==> src/rtl/i2s_receiver_if.sv <==
// I2S receiver bus: serial pins in, deserialized stereo/mono samples and link status out.
interface i2s_receiver_if #(
   parameter int unsigned RESBIT = 8
);
   logic              i2s_bck;
   logic              i2s_ws;
   logic              i2s_data;
   logic [RESBIT-1:0] left_sample;
   logic [RESBIT-1:0] right_sample;
   logic [RESBIT-1:0] mono_sample;
   logic              sample_valid;
   logic              locked;
   logic              frame_err;

   modport master (
      output i2s_bck, i2s_ws, i2s_data,
      input  left_sample, right_sample, mono_sample, sample_valid, locked, frame_err
   );

   modport slave (
      input  i2s_bck, i2s_ws, i2s_data,
      output left_sample, right_sample, mono_sample, sample_valid, locked, frame_err
   );
endinterface

==> src/rtl/i2s_receiver.sv <==
// I2S slave receiver: oversamples bck/ws/data, deserializes MSB-first words after the
// one-slot delay, and emits a left/right/mono pair with link-lock and error tracking.
module i2s_receiver #(
   parameter int unsigned RESBIT  = 8,
   parameter int unsigned TIMEOUT = 255
) (
   input logic            clk,
   input logic            rst,
   i2s_receiver_if.slave  bus
);
   localparam int unsigned CW = $clog2(RESBIT + 1);

   typedef enum logic {HUNT, RECV} state_t;

   state_t            state, state_n;
   logic [2:0]        bck_sy;
   logic [1:0]        ws_sy, data_sy;
   logic              ws_prev, chan;
   logic [CW-1:0]     bit_cnt;
   logic [RESBIT-2:0] shreg;
   logic [15:0]       tmo_cnt;
   logic [RESBIT-1:0] left_hold, right_hold;
   logic              left_got, pair_go, one_ok;
   logic [RESBIT-1:0] left_q, right_q, mono_q;
   logic              valid_q, locked_q, ferr_q;

   logic              bck_rise, ws_cur, din, ws_chg, tmo_hit;
   logic              start_word, shift_en, word_done, short_err, tmo_err;
   logic [RESBIT-1:0] word;
   logic [RESBIT:0]   mono_sum;

   // ws/data are taken from the same sync stage as the bck edge so they line up
   assign bck_rise = bck_sy[1] & ~bck_sy[2];
   assign ws_cur   = ws_sy[1];
   assign din      = data_sy[1];
   assign ws_chg   = ws_cur != ws_prev;
   assign word     = {shreg, din};
   assign mono_sum = {1'b0, left_hold} + {1'b0, right_hold};
   assign tmo_hit  = (state == RECV) && !bck_rise && (tmo_cnt == 16'(TIMEOUT - 1));

   always_comb begin
      state_n    = state;
      start_word = 1'b0;
      shift_en   = 1'b0;
      word_done  = 1'b0;
      short_err  = 1'b0;
      tmo_err    = 1'b0;
      case (state)
         HUNT: begin
            if (bck_rise && ws_chg) begin
               start_word = 1'b1;
               state_n    = RECV;
            end
         end
         RECV: begin
            if (tmo_hit) begin
               tmo_err = 1'b1;
               state_n = HUNT;
            end else if (bck_rise) begin
               if (ws_chg) begin
                  start_word = 1'b1;
                  short_err  = bit_cnt < CW'(RESBIT);
               end else if (bit_cnt < CW'(RESBIT)) begin
                  shift_en  = 1'b1;
                  word_done = bit_cnt == CW'(RESBIT - 1);
               end
            end
         end
         default: state_n = HUNT;
      endcase
   end

   always_ff @(posedge clk) begin
      if (rst) begin
         state      <= HUNT;
         bck_sy     <= '0;
         ws_sy      <= '0;
         data_sy    <= '0;
         ws_prev    <= 1'b0;
         chan       <= 1'b0;
         bit_cnt    <= '0;
         shreg      <= '0;
         tmo_cnt    <= '0;
         left_hold  <= '0;
         right_hold <= '0;
         left_got   <= 1'b0;
         pair_go    <= 1'b0;
         one_ok     <= 1'b0;
         left_q     <= '0;
         right_q    <= '0;
         mono_q     <= '0;
         valid_q    <= 1'b0;
         locked_q   <= 1'b0;
         ferr_q     <= 1'b0;
      end else begin
         state   <= state_n;
         bck_sy  <= {bck_sy[1:0], bus.i2s_bck};
         ws_sy   <= {ws_sy[0], bus.i2s_ws};
         data_sy <= {data_sy[0], bus.i2s_data};

         if (bck_rise) begin
            ws_prev <= ws_cur;
            tmo_cnt <= '0;
         end else if (state == RECV) begin
            tmo_cnt <= tmo_cnt + 16'd1;
         end

         if (start_word || tmo_err) begin
            bit_cnt <= '0;
            chan    <= ws_cur;
         end else if (shift_en) begin
            bit_cnt <= bit_cnt + 1'b1;
            shreg   <= word[RESBIT-2:0];
         end

         pair_go <= word_done && chan && left_got;
         if (word_done) begin
            if (chan) begin
               right_hold <= word;
               left_got   <= 1'b0;
            end else begin
               left_hold <= word;
               left_got  <= 1'b1;
            end
         end

         valid_q <= pair_go;
         if (pair_go) begin
            left_q  <= left_hold;
            right_q <= right_hold;
            mono_q  <= mono_sum[RESBIT:1];
         end

         ferr_q <= short_err || tmo_err;
         if (short_err || tmo_err) begin
            one_ok   <= 1'b0;
            locked_q <= 1'b0;
         end else if (word_done) begin
            one_ok <= 1'b1;
            if (one_ok) locked_q <= 1'b1;
         end
      end
   end

   assign bus.left_sample  = left_q;
   assign bus.right_sample = right_q;
   assign bus.mono_sample  = mono_q;
   assign bus.sample_valid = valid_q;
   assign bus.locked       = locked_q;
   assign bus.frame_err    = ferr_q;
endmodule
==> src/flat_wrapper.sv <==
// flat-port wrapper written by rule: the top's interface ports become plain ports
module i2s_receiver_flat 
#(
   parameter int unsigned RESBIT  = 8,
   parameter int unsigned TIMEOUT = 255
)
  (clk, rst, bus_i2s_bck, bus_i2s_ws, bus_i2s_data, bus_left_sample, bus_right_sample, bus_mono_sample, bus_sample_valid, bus_locked, bus_frame_err);
  i2s_receiver_if #(.RESBIT(RESBIT)) bus_i ();
  input logic clk;
  input logic rst;
  input wire logic [$bits(bus_i.i2s_bck)-1:0] bus_i2s_bck;
  input wire logic [$bits(bus_i.i2s_ws)-1:0] bus_i2s_ws;
  input wire logic [$bits(bus_i.i2s_data)-1:0] bus_i2s_data;
  output wire logic [$bits(bus_i.left_sample)-1:0] bus_left_sample;
  output wire logic [$bits(bus_i.right_sample)-1:0] bus_right_sample;
  output wire logic [$bits(bus_i.mono_sample)-1:0] bus_mono_sample;
  output wire logic [$bits(bus_i.sample_valid)-1:0] bus_sample_valid;
  output wire logic [$bits(bus_i.locked)-1:0] bus_locked;
  output wire logic [$bits(bus_i.frame_err)-1:0] bus_frame_err;
  assign bus_i.i2s_bck = bus_i2s_bck;
  assign bus_i.i2s_ws = bus_i2s_ws;
  assign bus_i.i2s_data = bus_i2s_data;
  assign bus_left_sample = bus_i.left_sample;
  assign bus_right_sample = bus_i.right_sample;
  assign bus_mono_sample = bus_i.mono_sample;
  assign bus_sample_valid = bus_i.sample_valid;
  assign bus_locked = bus_i.locked;
  assign bus_frame_err = bus_i.frame_err;
  i2s_receiver #(.RESBIT(RESBIT), .TIMEOUT(TIMEOUT)) u_core (.clk(clk), .rst(rst), .bus(bus_i));
endmodule
==> config.mk <==
export PLATFORM = sky130hd
export DESIGN_NAME = i2s_receiver_flat
export DESIGN_NICKNAME = d
export VERILOG_FILES = /design/src/rtl/i2s_receiver_if.sv /design/src/rtl/i2s_receiver.sv /design/src/flat_wrapper.sv
export SDC_FILE = /design/constraint.sdc
export NUM_CORES = 1
export LEC_CHECK = 0
export ABC_AREA = 1
export BUFFER_PORTS_ARGS = -buffer_cell sky130_fd_sc_hd__buf_4
export CAP_MARGIN = 30
export CORE_ASPECT_RATIO = 1.2
export CORE_MARGIN = 1
export CORE_UTILIZATION = 25
export DETAILED_ROUTE_END_ITERATION = 8
export PLACE_DENSITY_LB_ADDON = 0.3
export SYNTH_ARGS = -nofsm -noshare
export SYNTH_HDL_FRONTEND = slang
export SYNTH_SLANG_ARGS = --single-unit
==> constraint.sdc <==
create_clock -name clk -period 1.9 [get_ports clk]
set_input_delay 0.19 -clock clk [delete_from_list [all_inputs] [get_ports clk]]
set_output_delay 0.19 -clock clk [all_outputs]
set_load 0.02 [all_outputs]
# --- Word-level counts from Yosys, hierarchy flattened ---
# Index checks and enable logic that the tools add are counted.
word_totals:
  regBits: 83
  out_inout_bits: 27
  elab_cells: 71
  in_bits: 5
op_classes:
  add_sub_neg: 3
  eq_ne: 3
  n_bitwise: 5
  n_reduce_logical: 15
  muxes: 24
  order_cmp: 1
ops:
  columns: ["cell", "n"]
  rows:
  - ["two-way mux 1 bit", 22]
  - ["adder 16 x 1 -> 16 bit, second input constant", 1]
  - ["equality test 16 x 8 -> 1 bit, second input constant", 1]
  - ["adder 8 x 8 -> 9 bit", 1]
  - ["AND reduction 2 bit", 4]
  - ["OR reduction 2 bit", 3]
  - ["logical AND 1 bit", 5]
  - ["adder 4 x 1 -> 4 bit, second input constant", 1]
  - ["equality test 4 x 3 -> 1 bit, second input constant", 1]
  - ["less-than comparator 4 bit, second input constant", 1]
  - ["NOT 1 bit", 4]
  - ["case mux 1 bit (2 select lines)", 2]
  - ["logical OR 1 bit", 2]
  - ["AND 1 bit", 1]
  - ["logical NOT 1 bit", 1]
  - ["inequality test 1 bit", 1]

# --- Longest topological paths before layout ---
logic_depth:
  ltp_word: 10
  ltp_mapped: 10
  ltp_nobuf: 10

# --- Worst setup path after synthesis ---
# OpenSTA, ideal clock, no wires.
synth_timing:
  kind: "reg-to-reg"
  from: "register u_core.right_hold[0]"
  to: "register u_core.mono_q[3], in the netlist u_core.bus.mono_sample[3]"
  n_path_buf: 0
  setup_time_ns: 0.109
  path_stages_with_launch: 9
  setup_slack_ns: 0.526
  required_time_ns: 1.791
  period_less_slack_ns: 1.374
  t_arrival_ns: 1.265
  path_cell_list: "dfxtp_1 > nand2_1 > inv_1 > fa_1 > a21oi_1 > xor2_1 > nand2_1 > nand2_1 > inv_1"
synth_between:
  elab_chain_len: 1
synth_rtl:
  columns: ["element", "line", "rtl"]
  rows:
  - ["start, declared", "i2s_receiver.sv:22", "logic [RESBIT-1:0] left_hold, right_hold;"]
  - ["start signal, assigned", "i2s_receiver.sv:119", "right_hold <= word;"]
  - ["adder 8 x 8 -> 9 bit", "i2s_receiver.sv:38", "assign mono_sum = {1'b0, left_hold} + {1'b0, right_hold};"]
  - ["end signal, assigned", "i2s_receiver.sv:131", "mono_q <= mono_sum[RESBIT:1];"]
  - ["end, declared", "i2s_receiver.sv:24", "logic [RESBIT-1:0] left_q, right_q, mono_q;"]
# Every way passes these cells.
# A chain may end at the register's enable or synchronous reset.

# --- Worst setup path in the final report ---
layout_timing:
  from: "register u_core.bit_cnt[0]"
  to: "register u_core.right_hold[2]"
layout_between:
  elab_chain_len: 7
  elab_cells_between_ends: 8
  cone_classes: "1 x order compare; 1 x eq/ne; 5 x mux; 1 x reduce/logical"
layout_rtl:
  columns: ["element", "line", "rtl"]
  rows:
  - ["start, declared", "i2s_receiver.sv:19", "logic [CW-1:0] bit_cnt;"]
  - ["start signal, assigned", "i2s_receiver.sv:112", "bit_cnt <= bit_cnt + 1'b1;"]
  - ["less-than comparator 4 bit or equality test 4 x 3 -> 1 bit (tied branches)", "i2s_receiver.sv:63, i2s_receiver.sv:65", null]
  - ["two-way mux 1 bit (*)", "i2s_receiver.sv:63", "end else if (bit_cnt < CW'(RESBIT)) begin"]
  - ["two-way mux 1 bit (*)", "i2s_receiver.sv:60", "if (ws_chg) begin"]
  - ["two-way mux 1 bit (*)", "i2s_receiver.sv:59", "end else if (bck_rise) begin"]
  - ["two-way mux 1 bit (*)", "i2s_receiver.sv:56", "if (tmo_hit) begin"]
  - ["two-way mux 1 bit (*)", "i2s_receiver.sv:48", "case (state)"]
  - ["AND reduction 2 bit (no line) (*)", null, null]
# Mark *: on every way between the ends. The rest lies on a longest branch, timed or not.

==> flow_summary_export.csv <==
group,metric,value,unit
placement,place_ws,0.371,ns
worst_setup_path,crit_path_max_fanout,17,
yosys,synth_warnings,0,
floorplanning,start_util,25.5,%
timing,period_minus_slack,1.52,ns
min_path,hold_class,"input pin to flip-flop",
final_layout,antennaDiodeCount,0,
yosys,synth_fa_ha_area_share,3.98,%
worst_setup_path,critPathSlowestCell,"dfxtp_1",
clocking,ctsResizeCount,0,
yosys,synth_compound_area_share,11.0,%
route,drtAntennaViolNets,0,
timing,rsz0062_at_grt,"no",
timing,tightest_slew,0.376,ns
clocking,h-tree-depth,3,
power_and_ir_drop,p_per_area,857,nW/um^2
timing,layout_setup_ws,0.379,ns
floorplanning,die_x,112,um
global_route,antenna_found_initial,0,
timing,tns,0,ns
job,cap_violations,0,
placement,dp_hpwl,5750,um
timing,hold_viol,0,
worst_setup_path,worstPathRequired,2.18,ns
yosys,seq_area_frac_synth,45.6,%
timing,finalSetupViolCount,0,
clocking,hold_buffers,0,
status,status,"completed",
clocking,clkTransAtPathRegs,0.06,ns
final_layout,mostFrequentLayoutCells,"nand2_1, dfxtp_1, nor2_1",
timing,finalCritPeriodShare,80.1,%
timing,fin_worst_skew,0.0109,ns
yosys,synth_mux_area_share,0,%
clocking,cts_root_buffer,"clkbuf_16",
route,drc,0,
timing,fmax,0.657,GHz
placement,place_area,4050,um^2
yosys,yosys.area_share.simple,28.1,%
clocking,cts_tree,"built",
clocking,cts_sinks,83,
floorplanning,coreArea,14300,um^2
route,wire_per_inst,11.1,um
clocking,post_cts_buffers,0,
worst_setup_path,path_common_cell,"nand2_1",
clocking,cts_max_path_buffers,2,
route,drt-initial-drc-count,112,
yosys,ys_types,30,
placement,place_congestion,0.761,
worst_setup_path,crit_type,"flip-flop to flip-flop",
yosys,syn_area,3650,um^2
clocking,clk_latency,0.35,ns
floorplanning,core.rowCount,48,
power_and_ir_drop,power.ir.vdd_worst,423,uV
worst_setup_path,path_cells,"ha_1, nand3_1, nor2_4, nand4_4, nand2_1, nand2_1, nor2_1",
floorplanning,die-area,15100,um^2
final_layout,fillers,1571,
worst_setup_path,critPathMaxStageDelay,0.37,ns
global_route,overflow,0,
global_route,grt_usage,11.3,%
timing,relSlewSlack,74.9,%
global_route,grt_max_degree,41,
global_route,grt_pass1_wl,13300,um
power_and_ir_drop,p_leak,2.00,nW
route,drt_first_pass_iters,4,
worst_setup_path,crit_buf_inv,0,
final_layout,drive_gt1_share,12.6,%
yosys,ys_ff_latch,83,
yosys,postSynthCellCount,503,
final_layout,nets,551,
route,avgViaCountPerCell,4.29,
timing,slew_viol_final,0,
route,finalWirelength,7940,um
yosys,avgSynthCellArea,7.25,um^2
global_route,grt_pass1_vias,2894,
yosys,synth_top_family_by_area,"simple AND/OR/NAND/NOR gates",
final_layout,syn_to_final_growth,20.1,%
yosys,synth_xor_area_share,1.68,%
clocking,cts_made_buffers,9,
placement,portBuffers,31,
final_layout,stdcell_area,4380,um^2
worst_setup_path,start_kind,"flip-flop",
worst_setup_path,worstPathArrival,1.80,ns
yosys,syn_nets,519,
route,vias,3066,
worst_setup_path,cpLargestDelayFamily,"simple AND/OR/NAND/NOR gates",
worst_setup_path,critPathCaptureType,"flip-flop",
final_layout,final_common_cell,"nand2_1",
floorplanning,die_h,134,um
floorplanning,boundaryPins,32,
## synthesized netlist by cell type (all sizes together)
| master | count | area, um^2 |
|---|---|---|
| nor3 | 2 | 15.0 |
| nand3 | 27 | 135 |
| or2 | 2 | 12.5 |
| o21a | 1 | 7.51 |
| xnor2 | 1 | 8.76 |
| xor2 | 6 | 52.6 |
| nand3b | 1 | 7.51 |
| fa | 1 | 20.0 |
| inv | 67 | 251 |
| buf | 7 | 52.5 |
| o21ai | 28 | 140 |
| a211oi | 1 | 7.51 |
| nor2 | 87 | 354 |
| a21oi | 49 | 245 |
| clkbuf | 10 | 47.5 |
| ha | 10 | 125 |
| nand2 | 113 | 432 |
| dfxtp | 83 | 1660 |
| clkinv | 1 | 3.75 |
| nand4 | 6 | 67.6 |
## worst paths after layout
kind | depth (start not counted) | start | to | slack, ns
worst max register to register | 7 | u_core.bit_cnt[0]$_SDFFE_PP0P_ | u_core.right_hold[2]$_SDFFE_PP0P_ | 0.38
worst min register to register | 2 | u_core.bck_sy[0]$_SDFF_PP0_ | u_core.bck_sy[1]$_SDFF_PP0_ | 0.42
worst min-delay path | 3 | bus_i2s_data | u_core.data_sy[0]$_SDFF_PP0_ | 0.06
worst max-delay path | 7 | u_core.bit_cnt[0]$_SDFFE_PP0P_ | u_core.right_hold[2]$_SDFFE_PP0P_ | 0.38
## flip-flops by register name (all words and copies together), names as in the netlist, 2 cells and up
| register | cells |
|---|---|
| u_core.tmo_cnt | 16 |
| u_core.bus.left_sample | 8 |
| u_core.bus.mono_sample | 8 |
| u_core.bus.right_sample | 8 |
| u_core.left_hold | 8 |
| u_core.right_hold | 8 |
| u_core.shreg | 7 |
| u_core.bit_cnt | 4 |
| u_core.bck_sy | 3 |
| u_core.data_sy | 2 |
| u_core.ws_sy | 2 |
## through the flow
step	util (%)	hold slack [ns]	std cells	power, mW
detailed placement	28.3	0.411	699	1.87
global route	30.6	0.0754	715	3.87
CTS	30.6	0.0574	715	3.80
floorplan	-	0.297	503	1.85
finish	30.6	0.0557	715	3.75
global placement	28.3	0.406	699	1.87
## worst reg2reg max path, cell delays in order, from the launching register on
cell,delay (ns)
dfxtp_1,0.37
ha_1,0.19
nand3_1,0.13
nor2_4,0.21
nand4_4,0.26
nand2_1,0.14
nand2_1,0.06
nor2_1,0.10
## per-layer routing
layer | part of all wire (%) | global-route usage, % | vias to the layer above
met5 | 0 | 0 | -
met4 | 2.3 | 5.56 | 0
met3 | 2.7 | 2.76 | 15
met2 | 50 | 19.9 | 31
met1 | 45 | 12.6 | 1381
li1 | - | - | 1639
## area by class of cell
class / count / area (um^2) / share of cell area (%)
clock buffers: 12 / 256 / 5.86
clock inverters: 4 / 72.6 / 1.66
inverters: 68 / 255 / 5.83
multi-input cells: 335 / 1630 / 37.2
flip-flops and latches: 83 / 1660 / 37.9
well taps: 175 / 219 / 5.00
repair buffers: 38 / 285 / 6.51
## logic make-up (layout without fill, tap and decap cells)
group | count (synthesis) | count (layout)
and+or+nand+nor | 238 | 238
buffers and inverters | 85 | 122
DFF | 83 | 83
AOI/OAI and AO/OA | 79 | 79
adders and majority gates | 11 | 11
xor gates and xnor gates | 7 | 7
## power by group
group | internal (mW) | leakage [nW] | switching [mW]
clock | 1.22 | 0.159 | 0.706
sequential | 1.75 | 0.670 | 0.00603
combinational | 0.0207 | 1.17 | 0.0496
Power figures use the tool's default switching activity.
